==> src/rtl/uart_tx_arbiter_if.sv <==
// rtl/uart_tx_arbiter_if.sv - byte-stream handshakes from the two requesters into the UART TX arbiter
interface uart_tx_arbiter_if;
  logic [7:0] req0_data;
  logic       req0_valid;
  logic       req0_last;
  logic       req0_ready;
  logic [7:0] req1_data;
  logic       req1_valid;
  logic       req1_last;
  logic       req1_ready;

  modport master (
    output req0_data, req0_valid, req0_last,
    output req1_data, req1_valid, req1_last,
    input  req0_ready, req1_ready
  );

  modport slave (
    input  req0_data, req0_valid, req0_last,
    input  req1_data, req1_valid, req1_last,
    output req0_ready, req1_ready
  );
endinterface

==> src/rtl/uart_tx_arbiter.sv <==
// rtl/uart_tx_arbiter.sv - message-locked round-robin arbiter for two byte streams feeding one 8N1 UART TX line
module uart_tx_arbiter #(
  parameter int CLKS_PER_BIT = 234,
  parameter int LOCK_TIMEOUT = 4096
) (
  input  logic             CLK,
  input  logic             RESET,
  uart_tx_arbiter_if.slave req,
  output logic             ser_tx,
  output logic [1:0]       grant,
  output logic             busy
);
  localparam int BW = (CLKS_PER_BIT > 1) ? $clog2(CLKS_PER_BIT) : 1;
  localparam int TW = (LOCK_TIMEOUT > 1) ? $clog2(LOCK_TIMEOUT) : 1;
  localparam logic [BW-1:0] BAUD_MAX = BW'(CLKS_PER_BIT - 1);
  localparam logic [TW-1:0] TMO_MAX  = TW'((LOCK_TIMEOUT > 0) ? LOCK_TIMEOUT - 1 : 0);

  typedef enum logic [1:0] {IDLE, START, DATA, STOP} state_e;

  state_e        state_q, state_d;
  logic [BW-1:0] baud_q, baud_d;
  logic [2:0]    bit_q, bit_d;
  logic [7:0]    shift_q, shift_d;
  logic [TW-1:0] tmo_q, tmo_d;
  logic          last_q, last_d;
  logic          lock_q, lock_d;
  logic          owner_q, owner_d;
  logic          rr_last_q, rr_last_d;
  logic          tx_q, tx_d;
  logic          sel, sel_valid, accept, baud_tick;

  // While locked only the owner is eligible; otherwise the requester that did not win last goes first.
  always_comb begin
    sel       = 1'b0;
    sel_valid = 1'b0;
    if (lock_q) begin
      sel       = owner_q;
      sel_valid = owner_q ? req.req1_valid : req.req0_valid;
    end else if (req.req0_valid && req.req1_valid) begin
      sel       = ~rr_last_q;
      sel_valid = 1'b1;
    end else if (req.req0_valid) begin
      sel_valid = 1'b1;
    end else if (req.req1_valid) begin
      sel       = 1'b1;
      sel_valid = 1'b1;
    end
  end

  assign accept         = (state_q == IDLE) && RESET && sel_valid;
  assign req.req0_ready = accept && !sel;
  assign req.req1_ready = accept && sel;
  assign baud_tick      = (baud_q == BAUD_MAX);

  always_comb begin
    state_d   = state_q;
    baud_d    = baud_q;
    bit_d     = bit_q;
    shift_d   = shift_q;
    tmo_d     = tmo_q;
    last_d    = last_q;
    lock_d    = lock_q;
    owner_d   = owner_q;
    rr_last_d = rr_last_q;
    tx_d      = 1'b1;

    case (state_q)
      IDLE: begin
        if (accept) begin
          state_d   = START;
          baud_d    = '0;
          bit_d     = '0;
          shift_d   = sel ? req.req1_data : req.req0_data;
          last_d    = sel ? req.req1_last : req.req0_last;
          owner_d   = sel;
          lock_d    = 1'b1;
          rr_last_d = sel;
          tmo_d     = '0;
        end else if (lock_q && (LOCK_TIMEOUT != 0)) begin
          // Owner is idle here (otherwise it would have been accepted); rr_last is left alone on expiry.
          if (tmo_q == TMO_MAX) begin
            lock_d = 1'b0;
            tmo_d  = '0;
          end else begin
            tmo_d = tmo_q + 1'b1;
          end
        end
      end
      START: begin
        if (baud_tick) begin
          state_d = DATA;
          baud_d  = '0;
        end else begin
          baud_d = baud_q + 1'b1;
        end
      end
      DATA: begin
        if (baud_tick) begin
          baud_d  = '0;
          shift_d = {1'b0, shift_q[7:1]};
          if (bit_q == 3'd7) begin
            state_d = STOP;
          end else begin
            bit_d = bit_q + 1'b1;
          end
        end else begin
          baud_d = baud_q + 1'b1;
        end
      end
      STOP: begin
        if (baud_tick) begin
          state_d = IDLE;
          baud_d  = '0;
          if (last_q) begin
            lock_d = 1'b0;
          end
        end else begin
          baud_d = baud_q + 1'b1;
        end
      end
      default: state_d = IDLE;
    endcase

    // The line is registered off the next state so it is glitch-free and snaps high on reset.
    case (state_d)
      START:   tx_d = 1'b0;
      DATA:    tx_d = shift_d[0];
      default: tx_d = 1'b1;
    endcase
  end

  always_ff @(posedge CLK or negedge RESET) begin
    if (!RESET) begin
      state_q   <= IDLE;
      baud_q    <= '0;
      bit_q     <= '0;
      shift_q   <= '0;
      tmo_q     <= '0;
      last_q    <= 1'b0;
      lock_q    <= 1'b0;
      owner_q   <= 1'b0;
      rr_last_q <= 1'b1;
      tx_q      <= 1'b1;
    end else begin
      state_q   <= state_d;
      baud_q    <= baud_d;
      bit_q     <= bit_d;
      shift_q   <= shift_d;
      tmo_q     <= tmo_d;
      last_q    <= last_d;
      lock_q    <= lock_d;
      owner_q   <= owner_d;
      rr_last_q <= rr_last_d;
      tx_q      <= tx_d;
    end
  end

  assign ser_tx = tx_q;
  assign busy   = (state_q != IDLE);
  assign grant  = (lock_q || busy) ? (owner_q ? 2'b10 : 2'b01) : 2'b00;
endmodule

==> src/flat_wrapper.sv <==
// flat-port wrapper written by rule: the top's interface ports become plain ports
module uart_tx_arbiter_flat 
#(
  parameter int CLKS_PER_BIT = 234,
  parameter int LOCK_TIMEOUT = 4096
)
  (CLK, RESET, ser_tx, grant, busy, req_req0_data, req_req0_valid, req_req0_last, req_req1_data, req_req1_valid, req_req1_last, req_req0_ready, req_req1_ready);
  uart_tx_arbiter_if req_i ();
  input  logic CLK;
  input  logic RESET;
  output logic ser_tx;
  output logic [1:0] grant;
  output logic busy;
  input wire logic [$bits(req_i.req0_data)-1:0] req_req0_data;
  input wire logic [$bits(req_i.req0_valid)-1:0] req_req0_valid;
  input wire logic [$bits(req_i.req0_last)-1:0] req_req0_last;
  input wire logic [$bits(req_i.req1_data)-1:0] req_req1_data;
  input wire logic [$bits(req_i.req1_valid)-1:0] req_req1_valid;
  input wire logic [$bits(req_i.req1_last)-1:0] req_req1_last;
  output wire logic [$bits(req_i.req0_ready)-1:0] req_req0_ready;
  output wire logic [$bits(req_i.req1_ready)-1:0] req_req1_ready;
  assign req_i.req0_data = req_req0_data;
  assign req_i.req0_valid = req_req0_valid;
  assign req_i.req0_last = req_req0_last;
  assign req_i.req1_data = req_req1_data;
  assign req_i.req1_valid = req_req1_valid;
  assign req_i.req1_last = req_req1_last;
  assign req_req0_ready = req_i.req0_ready;
  assign req_req1_ready = req_i.req1_ready;
  uart_tx_arbiter #(.CLKS_PER_BIT(CLKS_PER_BIT), .LOCK_TIMEOUT(LOCK_TIMEOUT)) u_core (.CLK(CLK), .RESET(RESET), .req(req_i), .ser_tx(ser_tx), .grant(grant), .busy(busy));
endmodule
==> config.mk <==
export PLATFORM = sky130hd
export DESIGN_NAME = uart_tx_arbiter_flat
export DESIGN_NICKNAME = d
export VERILOG_FILES = /design/src/rtl/uart_tx_arbiter_if.sv /design/src/rtl/uart_tx_arbiter.sv /design/src/flat_wrapper.sv
export SDC_FILE = /design/constraint.sdc
export NUM_CORES = 1
export LEC_CHECK = 0
export CORE_UTILIZATION = 35
export CTS_CLUSTER_SIZE = 30
export DETAILED_ROUTE_END_ITERATION = 12
export PLACE_DENSITY_LB_ADDON = 0.05
export SYNTH_ARGS = -nofsm -noshare
export SYNTH_HDL_FRONTEND = slang
export SYNTH_SLANG_ARGS = --single-unit
==> constraint.sdc <==
create_clock -name CLK -period 2.7 [get_ports CLK]
set_input_delay 0.54 -clock CLK [delete_from_list [all_inputs] [get_ports CLK]]
set_output_delay 0.54 -clock CLK [all_outputs]
set_load 0.01 [all_outputs]
After elaboration in Yosys (flattened, before gate mapping)
Cells that the tools add are included.
{"block": "totals", "mem_count": 0, "mem_bits_ro": 0, "ramBits": 0, "latch_bits": 0, "register_bits": 38, "inputBits": 22}
{"block": "op_classes", "mux": 38, "bitwise_logic": 1, "addsub": 3, "n_eq_ne": 13, "n_lt_le_gt_ge": 0, "n_mul": 0, "div_mod_pow": 0, "shift": 0, "n_reduce_logical": 18}
{"op": "2-to-1 mux 8 bit", "count": 5}
{"op": "2-to-1 mux 12 bit", "count": 3}
{"op": "one-hot mux 8 bit (2 select lines)", "count": 2}
{"op": "2-to-1 mux 1 bit", "count": 14}
{"op": "2-to-1 mux 2 bit", "count": 7}
{"op": "adder 12 x 1 -> 12 bit (second input constant)", "count": 1}
{"op": "== test 12 bit (second input constant)", "count": 1}
{"op": "2-to-1 mux 3 bit", "count": 3}
{"op": "adder 8 x 1 -> 8 bit (second input constant)", "count": 1}
{"op": "== test 8 bit (second input constant)", "count": 1}
{"op": "inequality test 2 x 1 -> 1 bit (second input constant)", "count": 4}
{"op": "one-hot mux 2 bit (4 select lines)", "count": 1}
{"op": "nonzero test 2 bit", "count": 4}
{"op": "== test 2 bit (second input constant)", "count": 3}
{"op": "one-hot mux 3 bit (2 select lines)", "count": 1}
{"op": "AND reduction 3 bit", "count": 2}
{"op": "logical AND 1 bit", "count": 5}
{"op": "== test 2 x 1 -> 1 bit (second input constant)", "count": 2}
{"op": "one-hot mux 1 bit (2 select lines)", "count": 2}
{"op": "AND reduction 2 bit", "count": 2}
{"op": "AND reduction 4 bit", "count": 1}
{"op": "adder 3 x 1 -> 3 bit (second input constant)", "count": 1}
{"op": "== test 3 bit (second input constant)", "count": 1}
{"op": "OR reduction 3 bit", "count": 1}
{"op": "other kinds (5)", "count": 5}

Longest topological paths before layout
Gate-level depths: netlist of run 1.
{"block": "depth", "depth_word": 9, "ltp_mapped": 9}

Least setup slack after synthesis of run 1
Ideal clock, no wire load.
{"block": "synth_timing", "path_type": "flip-flop to output port", "start": "reg u_core.state_q[0]", "end": "out req_req0_ready", "setup_slack_ns": 0.502, "path_stages_with_launch": 9, "path_buffers": 2, "t_arrival_ns": 1.658, "cell_sequence": "dfrtp_1 inv_1 ha_1 buf_2 nand2_1 a211oi_1 clkbuf_1 nand2_1 inv_1"}
{"block": "synth_between", "elab_chain_len": 4}
{"item": "start, declared", "line": "uart_tx_arbiter.sv:20", "text": "state_e state_q, state_d;"}
{"item": "start signal, assigned", "line": "uart_tx_arbiter.sv:145", "text": "state_q <= state_d;"}
{"item": "zero test 2 bit", "line": "uart_tx_arbiter.sv:50", "text": "assign accept = (state_q == IDLE) && RESET && sel_valid;"}
{"item": "logical AND 1 bit (2 in series)", "line": "uart_tx_arbiter.sv:50"}
{"item": "logical AND 1 bit", "line": "uart_tx_arbiter.sv:51", "text": "assign req.req0_ready = accept && !sel;"}
{"item": "end, declared", "line": "flat_wrapper.sv:20", "text": "output wire logic [$bits(req_i.req0_ready)-1:0] req_req0_ready;"}
No other way between the ends.

Worst setup path in the final report of run 1
{"block": "layout_timing", "start": "in req_req0_valid", "end": "out req_req1_ready"}
{"block": "layout_between", "elab_chain_len": 5, "word_cells_on_any_way": 10, "classes_between": "7 x mux; 3 x reduce/logical"}
{"item": "start, declared", "line": "flat_wrapper.sv:15", "text": "input wire logic [$bits(req_i.req0_valid)-1:0] req_req0_valid;"}
{"item": "2-to-1 mux 1 bit / logical AND 1 bit (equally long branches)", "line": "uart_tx_arbiter.sv:42, uart_tx_arbiter.sv:39"}
{"item": "2-to-1 mux 1 bit", "line": "uart_tx_arbiter.sv:39", "text": "end else if (req.req0_valid && req.req1_valid) begin"}
{"item": "2-to-1 mux 1 bit", "line": "uart_tx_arbiter.sv:36", "text": "if (lock_q) begin"}
{"item": "logical AND 1 bit", "line": "uart_tx_arbiter.sv:50"}
{"item": "logical AND 1 bit (*)", "line": "uart_tx_arbiter.sv:52", "text": "assign req.req1_ready = accept && sel;"}
{"item": "end, declared", "line": "flat_wrapper.sv:21", "text": "output wire logic [$bits(req_i.req1_ready)-1:0] req_req1_ready;"}
Every way passes the cells marked *; elsewhere a longest branch is shown, timed or not.

==> results of run 1 <==
[Yosys cell counts, drive strengths merged, types with 3 or more instances]
cell type	instances
a21oi	13
inv	8
and2	4
nand3	8
xor2	11
nand2	26
o21a	4
nand4	5
o21ai	13
a22o	3
nand2b	3
nor3	4
nor2	35
or3	4
dfrtp	36
o31ai	3
mux2i	12
buf	3
ha	10
[worst min-delay path by stage]
stage | start | endpoint
after CTS | RESET | u_core.tmo_q[0]$_DFFE_PN0P_
after detailed placement | u_core.shift_q[7]$_DFFE_PN0P_ | u_core.shift_q[7]$_DFFE_PN0P_
after floorplan | RESET | u_core.baud_q[0]$_DFFE_PN0P_
final | RESET | u_core.tmo_q[0]$_DFFE_PN0P_
after global routing | RESET | u_core.tmo_q[0]$_DFFE_PN0P_
after global placement | u_core.shift_q[7]$_DFFE_PN0P_ | u_core.shift_q[7]$_DFFE_PN0P_
[area by class of cell]
class / instances / area (um2) / area share
timing repair buffer: 42 / 382 / 0.138
sequential: 38 / 953 / 0.344
tap: 75 / 93.8 / 0.0339
inverter: 8 / 30.0 / 0.0108
multi-input combinational: 178 / 1170 / 0.422
clock inverter: 2 / 60.1 / 0.0217
clock buffer: 6 / 82.6 / 0.0298
[through the flow]
step,instances,setup slack (ps),total power [mW],setup TNS (ps)
2_1_floorplan,229,502,0.588,0
3_3_place_gp,341,3.46,0.637,0
3_5_place_dp,341,-0.156,0.638,-0.156
4_1_cts,349,38.3,1.24,0
5_1_grt,349,178,1.27,0
6_report,349,259,1.22,0
[power groups by stage]
stage / Combinational [mW] / Sequential (mW) / Clock [mW]
final: 0.0567 / 0.569 / 0.599
after global routing: 0.0626 / 0.569 / 0.640
after CTS: 0.0584 / 0.569 / 0.613
after detailed placement: 0.0578 / 0.580 / 0
after global placement: 0.0574 / 0.580 / 0
after floorplan: 0.00788 / 0.580 / 0
[timing repair]
| item | 4_1_cts | 5_1_grt |
|---|---|---|
| endpoints found under the setup margin | 2 | 1 |
| gates resized for setup | 3 | 4 |
| pin swaps | 0 | 1 |
[flip-flops by register name, summed over array words and instances (netlist names)]
signal and cells:
u_core.tmo_q 12, u_core.lock_q 1, u_core.bit_q 3, u_core.baud_q 8
u_core.shift_q 8, u_core.rr_last_q 1, u_core.last_q 1, u_core.ser_tx 1
u_core.owner_q 1, u_core.state_q 2
[cell families after synthesis]
family | after synthesis | share of synthesized area
AND/OR/NAND/NOR | 93 | 0.207
AO/OA/AOI/OAI | 50 | 0.158
flip-flops | 38 | 0.444
XOR/XNOR | 13 | 0.0530
buffers and inverters | 13 | 0.0244
multiplexers | 12 | 0.0559
adder cells (fa/ha/maj) | 10 | 0.0582
[per-layer routing]
layer,vias up,track usage,wire length [um]
met5,-,0,0
met4,0,0.0589,61
met3,5,0.0341,105
met2,21,0.230,2070
met1,815,0.226,2410
li1,890,-,-
==> metrics.txt, run 1 <==
status finished clean; post-route cell area ~2800 um2; syn avg cell area 9.39 um2; Detail Route Antenna Nets 0; Die H approximately 80 um; Clock transition at path regs approximately 80 ps; CP delay by family, top buffers and inverters; synthesized area about 2100 um2; GRT overflow 0; final hold vios 0; Crit path arrival time ~1900 ps; drt first pass iters 4; initial antenna violation count 0; final WL ~4700 um; Core Util, Final 0.468; worst-margin pin slew roughly 700 ps; Worst VDD drop 293 uV; Core ar. roughly 6000 um2; Clock power frac 0.489; Synth top area share 0.419; H-tree depth 2; most common cell after layout, fill and taps aside dfrtp_1; CP max stage cell clkdlybuf4s50_1; area leader, netlist dfrtp_1; Synth cell types about 40; Clock Tree Buf Depth 2; setup bufs post-CTS 0; switching part of the total 0.186; CP Depth 7; Final Cycle Share 0.904; syn nets 261; Critical Path RT ~2200 ps; Comb pwr share 0.046; Area contributors post-synth dfrtp_1 (42%), nor2_1 (5.9%), ha_1 (5.8%); TritonCTS Buffers 5; post-synthesis sequential area ratio 0.444; Final Setup Violations 0; via/cell ratio roughly 5; ANT cells 0; r2r worst-path depth 7; internal power around 1000 uW; crit path to req_req1_ready; DRT iter0 DRCs 95; CP Max Fanout 3; Tot GR Track Use 0.158; Tmin final 2440 ps; Reg power frac 0.464; DRC viols 0; Final HPWL DP 3460 um; EDFF count, synth 0; wire length of the first global-routing pass ~7700 um; slowest stage delay, CP roughly 450 ps; root buffer cell clkbuf_8; # IOs 28; CP cell instances clkdlybuf4s50_1, mux2i_1, buf_4, nand2_1, nand3_1, nor2_1, dlygate4sd2_1; Area growth, synth to finish 28.8%; Setup crit start kind input pin; Slew Limit Fails 0; Setup CP Type input pin to output pin; r2r setup slk roughly 470 ps; WL/cell 13.3 um; top_reg_cell synth dfrtp_1; pwr dens 442 nW/um2; Die Span X around 80 um; # nets final just over 300; clock sink count 38; Fin Hold WS about 250 ps; CTS tree done; DP Area around 2600 um2; cts hold-fix bufs 0; Rel. slew slack 0.533; DR vias between 1500 and 2000; global placement routability congestion 0.745; vias in the first global route around 1600; R2R Path Start u_core.state_q[0]$_DFF_PN0_; Initial Util 0.363; most frequent cells in the layout dfrtp_1 (36), nor2_1 (34), nand2_1 (26); fraction of registers with async set or reset after synthesis 1.00; skew final ~8.3 ps; Critical Path Start req_req0_valid; insertion delay to the later sink of the worst-skew pair slightly below 300 ps; net switching power of the design 228 uW; floorplan row count 28; IO Port Bufs 27; die area 6460 um2; pin count of the biggest net entering global routing 24; RSZ-0062 raised after global routing no; Critical Path End Type output pin; f_max slightly above 400 MHz; Synth Warn # 0; synthesized flop and latch total 38; RR Endpoint u_core.bit_q[0]$_DFFE_PN0P_; worst hold path class input pin to asynchronous set/reset pin; Gate Count Post-Synth roughly 230; # fillers 572; Critical path buffers and inverters 3; layout cell share with drive strength beyond 1 0.124; max-cap check violation count 0; P_leak approximately 1.3 nW
(Power assumes the default switching activity.)
==> inputs of run 2 (changes only) <==
CTS_BUF_LIST = sky130_fd_sc_hd__clkbuf_8   (was unset)
==> results of run 2 <==
No change in the layout: final DEF, timing and power equal those of run 1.
==> patch 1: new RTL, settings of run 1 <==
`LOCK_TIMEOUT` is set to 4096 in 2 places; all go to 16384.
--- a/src/rtl/uart_tx_arbiter.sv
+++ b/src/rtl/uart_tx_arbiter.sv
@@ -1,7 +1,7 @@
 // rtl/uart_tx_arbiter.sv - message-locked round-robin arbiter for two byte streams feeding one 8N1 UART TX line
 module uart_tx_arbiter #(
   parameter int CLKS_PER_BIT = 234,
-  parameter int LOCK_TIMEOUT = 4096
+  parameter int LOCK_TIMEOUT = 16384
 ) (
   input  logic             CLK,
   input  logic             RESET,
--- a/src/flat_wrapper.sv
+++ b/src/flat_wrapper.sv
@@ -2,7 +2,7 @@
 module uart_tx_arbiter_flat 
 #(
   parameter int CLKS_PER_BIT = 234,
-  parameter int LOCK_TIMEOUT = 4096
+  parameter int LOCK_TIMEOUT = 16384
 )
   (CLK, RESET, ser_tx, grant, busy, req_req0_data, req_req0_valid, req_req0_last, req_req1_data, req_req1_valid, req_req1_last, req_req0_ready, req_req1_ready);
   uart_tx_arbiter_if req_i ();
Formal check against the unedited RTL: same outputs for any inputs over 10 cycles, from zero or initial values and one cycle with RESET low; that may be too few to reach the edited logic, so the function may still have changed.
==> patch 1 against run 1 <==
Critical path type unchanged. Clock skew rose by 0.70 ps. Area after synthesis is 5.8% higher. Sequential cell count up 2. Setup slack worse by 57 ps. Count of clock-buffer cells in the layout shrank 1. Final cell count increased by 2.0%. Highest routed layer unchanged. Wire length increased by 6.6%. Utilization is 2.3 points lower. Cell area rose by 1.3%. Hold slack gained 150 ps.
Power is not compared: it rests on default switching activity, and its combinational part moved more than twofold at a synthesized area within 25%.
==> patch 1: results (changes against run 1) <==
[run_status]
outcome = completed

[layout]
n_all_buffers = 39  ; -7.1%
multiInputGateArea_um2 = 1210  ; +3.4%
finalNetCount = 310  ; +1.6%
sh_seq_area = 0.358  ; +0.0134
layout-drive-gt1-share = 0.129  ; +0.00494
diodes = 0  ; unchanged
multi_input_cells = 184  ; +3.4%
fillCellCount = 629  ; +10%
clkCellAreaFrac = 0.0397  ; -0.0118
area_growth_pct = 23.3
clock_buffers = 5  ; -1
reg_top3 = u_core.tmo_q: 14 flops, u_core.baud_q: 8 flops, u_core.shift_q: 8 flops
buf_share = 0.127  ; -0.0107

[placement]
dpl.hpwl_um = 3530  ; +1.9%
dp.cells = 342  ; +0.29%
dpl_cell_area_um2 = 2650  ; +1.8%
pre_cts_ws_ps = -9.22  ; -9.06 ps
gp_congestion = 0.761  ; +2.2%

[synthesis]
yosysWarnings = 0  ; unchanged
synthTopCellsByArea = dfrtp_1, nor2_1, ha_1
synth_cell_types = 45  ; +9.8%
seq_area_frac_synth = 0.441  ; -0.00239
synth_common_cells = dfrtp_1, nor2_1, nand2_1
netlist_instances = 237  ; +3.5%
syn-num-nets = 269  ; +3.1%

[cts]
cts_buffer_depth = 2  ; unchanged
cts_hold_buffers = 0  ; unchanged
cts_made_buffers = 5  ; unchanged
numClockSinks = 40  ; +5.3%
cts.clk_slew.worst_paths_ps = 90
root_buffer = clkbuf_8
clk_latency_ps = 290  ; about the same
postCtsResizedCells = 1  ; -2

[global_routing]
grt_pass1_vias = 1595  ; +0.31%
grt_pass1_wl_um = 7760  ; +0.81%
track_usage = 0.154  ; -0.00328
grt_max_degree = 41  ; +71%

[detailed_routing]
dr.pass1.iters = 4  ; unchanged
routed_wl_um = 4960  ; +6.6%
drt_first_iter_violations = 48  ; -49%
vias = 1784  ; +3.1%
wl_per_cell_um = 13.9  ; +4.5%

[sta]
worst_pin_slew_ps = 540  ; -161 ps
skew_ps = 8.98  ; +0.699 ps

[critical_path]
cp_max_fo = 4  ; +1
critPathArrivalTime_ps = 1960  ; +60 ps

[worst_hold_path]
hold_path.class = input pin to async pin

[floorplanning]
fp.dieW_um = 82.6  ; +2.8%

-- patch 1: kinds of logic (layout without fill, tap and decap cells) --
| kind of cell | after synthesis | in the layout | share of synthesized area |
|---|---|---|---|
| and+or+nand+nor | 99 | 99 | 0.210 |
| AOI/OAI and AO/OA | 46 | 46 | 0.144 |
| xor gates and xnor gates | 16 | 16 | 0.0616 |
| muxes | 13 | 13 | 0.0600 |
| DFF | 40 | 40 | 0.441 |
| adders and majority gates | 10 | 10 | 0.0550 |
| buffers and inverters | 13 | 55 | 0.0292 |
-- patch 1: worst max-delay path, cell delays in order --
cell and delay, ps:
clkdlybuf4s50_1 470, mux2_4 320, o211a_1 220, nand2_1 60, inv_1 70, dlygate4sd2_1 280
-- patch 1: path summary, 6_finish.rpt --
| path | start | endpoint | slack (ps) | cells after the start |
|---|---|---|---|---|
| setup / recovery | req_req0_valid | req_req0_ready | 200 | 6 |
| hold / removal | RESET | u_core.tmo_q[8] | 390 | 2 |
| setup reg to reg | u_core.state_q[1] | u_core.shift_q[1] | 520 | 7 |
| hold reg to reg | u_core.shift_q[6] | u_core.shift_q[6] | 480 | 2 |
| max in group asynchronous | RESET | u_core.rr_last_q | 1930 | 2 |
| min in group CLK | u_core.shift_q[6] | u_core.shift_q[6] | 480 | 2 |
-- patch 1: layer usage --
| layer | track usage | vias to the layer above | wire length, µm |
|---|---|---|---|
| met2 | 0.240 | 14 | 2300 |
| met4 | 0.0414 | 0 | 28 |
| met3 | 0.0396 | 2 | 106 |
| met5 | 0 | - | 0 |
| met1 | 0.212 | 864 | 2530 |
| li1 | - | 904 | - |
-- patch 1: power breakdown --
group,leakage (nW),switching [mW],internal (mW),total [mW]
clock network,0.0541,0.221,0.274,0.495
logic,0.735,0.717,0.629,1.35
registers,0.531,0.133,0.775,0.909
total,1.32,1.07,1.68,2.75
==> patch 2: new RTL, flow settings as in run 1 <==
Without the edit above. Make the reset (`RESET`) synchronous in one clocked block.
--- a/src/rtl/uart_tx_arbiter.sv
+++ b/src/rtl/uart_tx_arbiter.sv
@@ -129,7 +129,7 @@
     endcase
   end
 
-  always_ff @(posedge CLK or negedge RESET) begin
+  always_ff @(posedge CLK) begin
     if (!RESET) begin
       state_q   <= IDLE;
       baud_q    <= '0;
Formal check against the unedited RTL: differs if RESET is asserted again (counterexample within 4 cycles, from zero or initial values and one cycle with RESET low); with RESET held inactive, the same outputs for 10 cycles.
==> patch 2 against run 1 <==
Wire length is 17% higher. Utilization is 0.10 points higher. Cell area is 1.4% higher. Sequential cell count stayed put. Synthesized cell count is 14% higher. Critical endpoint is now grant[1]. First-iteration DRC count is 11% lower. Area after synthesis is 1.7% higher. Setup slack worse by 67 ps. Via count is 19% higher. Critical path type is now flip-flop to primary output.
Power is not compared: it rests on default switching activity, and its combinational part moved more than twofold at a synthesized area within 25%.
==> patch 2: results (changes against run 1) <==
[synthesis]
synth_common_cells = dfxtp_1, nand3_1, nor2_1, nand2_1, o21ai_0
synthTopCellsByArea = dfxtp_1, ha_1, mux2i_1
syn_avg_cell_area_um2 = 8.38  ; -11%
seq_area_frac_synth = 0.348  ; -0.0957
syn-num-nets = 292  ; +12%
async_flop_share = 0  ; -1.00
synth_top_cell_area_share = 0.348  ; -0.0713
synth_ff_type = dfxtp_1
synth_cell_types = 50  ; +22%

[cts]
cts_buffer_depth = 2  ; unchanged
clk_latency_ps = 290  ; about the same
cts.clk_slew.worst_paths_ps = 80  ; about the same
cts_made_buffers = 5  ; unchanged
cts_htree_levels = 2  ; unchanged
root_buffer = clkbuf_8

[global_routing]
track_usage = 0.179  ; +0.0213
grt_max_degree = 33  ; +38%
grt_pass1_wl_um = 8970  ; +16%
grt_pass1_vias = 1887  ; +19%

[worst_hold_path]
hold_path.class = flip-flop to flip-flop
hold_path_startpoint = u_core.tmo_q[11]

[layout]
fillCellCount = 618  ; +8.0%
finalNetCount = 336  ; +10%
multiInputGateArea_um2 = 1370  ; +17%
reg_top3 = u_core.tmo_q: 12 flops, u_core.baud_q: 8 flops, u_core.shift_q: 8 flops
layout-drive-gt1-share = 0.121  ; -0.00317

[pwr]
p_leak_nw = 1.07
ir_drop_mv = 0.203

[critical_path]
cp_max_fo = 23  ; +20
critPathKind = flip-flop to primary output
critPathArrivalTime_ps = 1970  ; +70 ps
r2r_start = u_core.state_q[1]

[placement]
gp_congestion = 0.772  ; +3.7%
dp.cells = 372  ; +9.1%
io_buffers = 27  ; unchanged
pre_cts_ws_ps = -133  ; -133 ps
dpl.hpwl_um = 3910  ; +13%

[sta]
fin_setup_tns_ps = 0  ; unchanged
slew_headroom = 0.623  ; +0.0903
skew_ps = 6.09  ; -2.19 ps

[detailed_routing]
routed_wl_um = 5430  ; +17%
drt_first_iter_violations = 85  ; -11%
vias = 2066  ; +19%
wl_per_cell_um = 14.3  ; +6.9%

[run_status]
outcome = completed

[patch 2: cell types whose count changed after synthesis, moves of 7 or more]
| cell | delta |
|---|---|
| a21boi_0 | +7 |
| a22oi_1 | +8 |
| dfrtp_1 | -36 |
| dfxtp_1 | +38 |
| nand2_1 | -9 |
| nand3_1 | +13 |
| nor2_1 | -14 |
[patch 2: path summary, 6_finish.rpt]
path / end / slack (ps) / cells past startpoint
setup reg to reg: u_core.ser_tx / 530 / 8
hold / removal: u_core.tmo_q[11] / 490 / 2
hold reg to reg: u_core.tmo_q[11] / 490 / 2
setup / recovery: grant[1] / 190 / 5
[patch 2: cell type report]
cell class	count	share of cell area
Clock buffer	6	0.0294
Clock inverter	2	0.0214
Inverter	7	0.00936
Multi-Input combinational cell	206	0.486
Sequential cell	38	0.271
Tap cell	75	0.0334
Timing Repair Buffer	47	0.149
[patch 2: timing repair]
action	4_1_cts	5_1_grt
gates resized for setup	4	1
pin swaps	2	0
endpoints found under the setup margin	2	1
setup buffers	1	0
[patch 2: logic make-up after synthesis]
| kind of cell | synth area share |
|---|---|
| xor+xnor | 0.0280 |
| mux | 0.0555 |
| simple gates | 0.259 |
| fa+ha+maj | 0.0515 |
| compound gates | 0.228 |
| buf+inv | 0.0303 |
| flops | 0.348 |
[patch 2: critical path, cell delays in order (launching register included)]
cell	delay (ps)
dfxtp_1	360
inv_1	110
ha_1	210
buf_4	220
a21boi_0	210
clkdlybuf4s50_1	560
[patch 2: stage by stage]
| step | util | cell area, µm² |
|---|---|---|
| final | 0.469 | 2810 |
| after global routing | 0.469 | 2810 |
| after CTS | 0.468 | 2810 |
| after detailed placement | 0.443 | 2650 |
| after global placement | 0.443 | 2650 |
| after floorplan | - | 2190 |
[patch 2: power by group through the flow]
| stage | Combinational (mW) | Clock (mW) | Sequential, mW |
|---|---|---|---|
| after floorplan | 0.132 | 0 | 0.616 |
| after global placement | 0.236 | 0 | 0.626 |
| after detailed placement | 0.237 | 0 | 0.626 |
| after CTS | 0.239 | 0.627 | 0.613 |
| after global routing | 0.261 | 0.652 | 0.617 |
| final | 0.236 | 0.610 | 0.614 |
[patch 2: per-layer routing]
| metal | global-route usage | up-vias | wire length [µm] |
|---|---|---|---|
| met4 | 0.0607 | 0 | 48 |
| li1 | - | 1063 | - |
| met2 | 0.297 | 27 | 2590 |
| met1 | 0.227 | 969 | 2670 |
| met3 | 0.0404 | 7 | 126 |
| met5 | 0 | - | 0 |
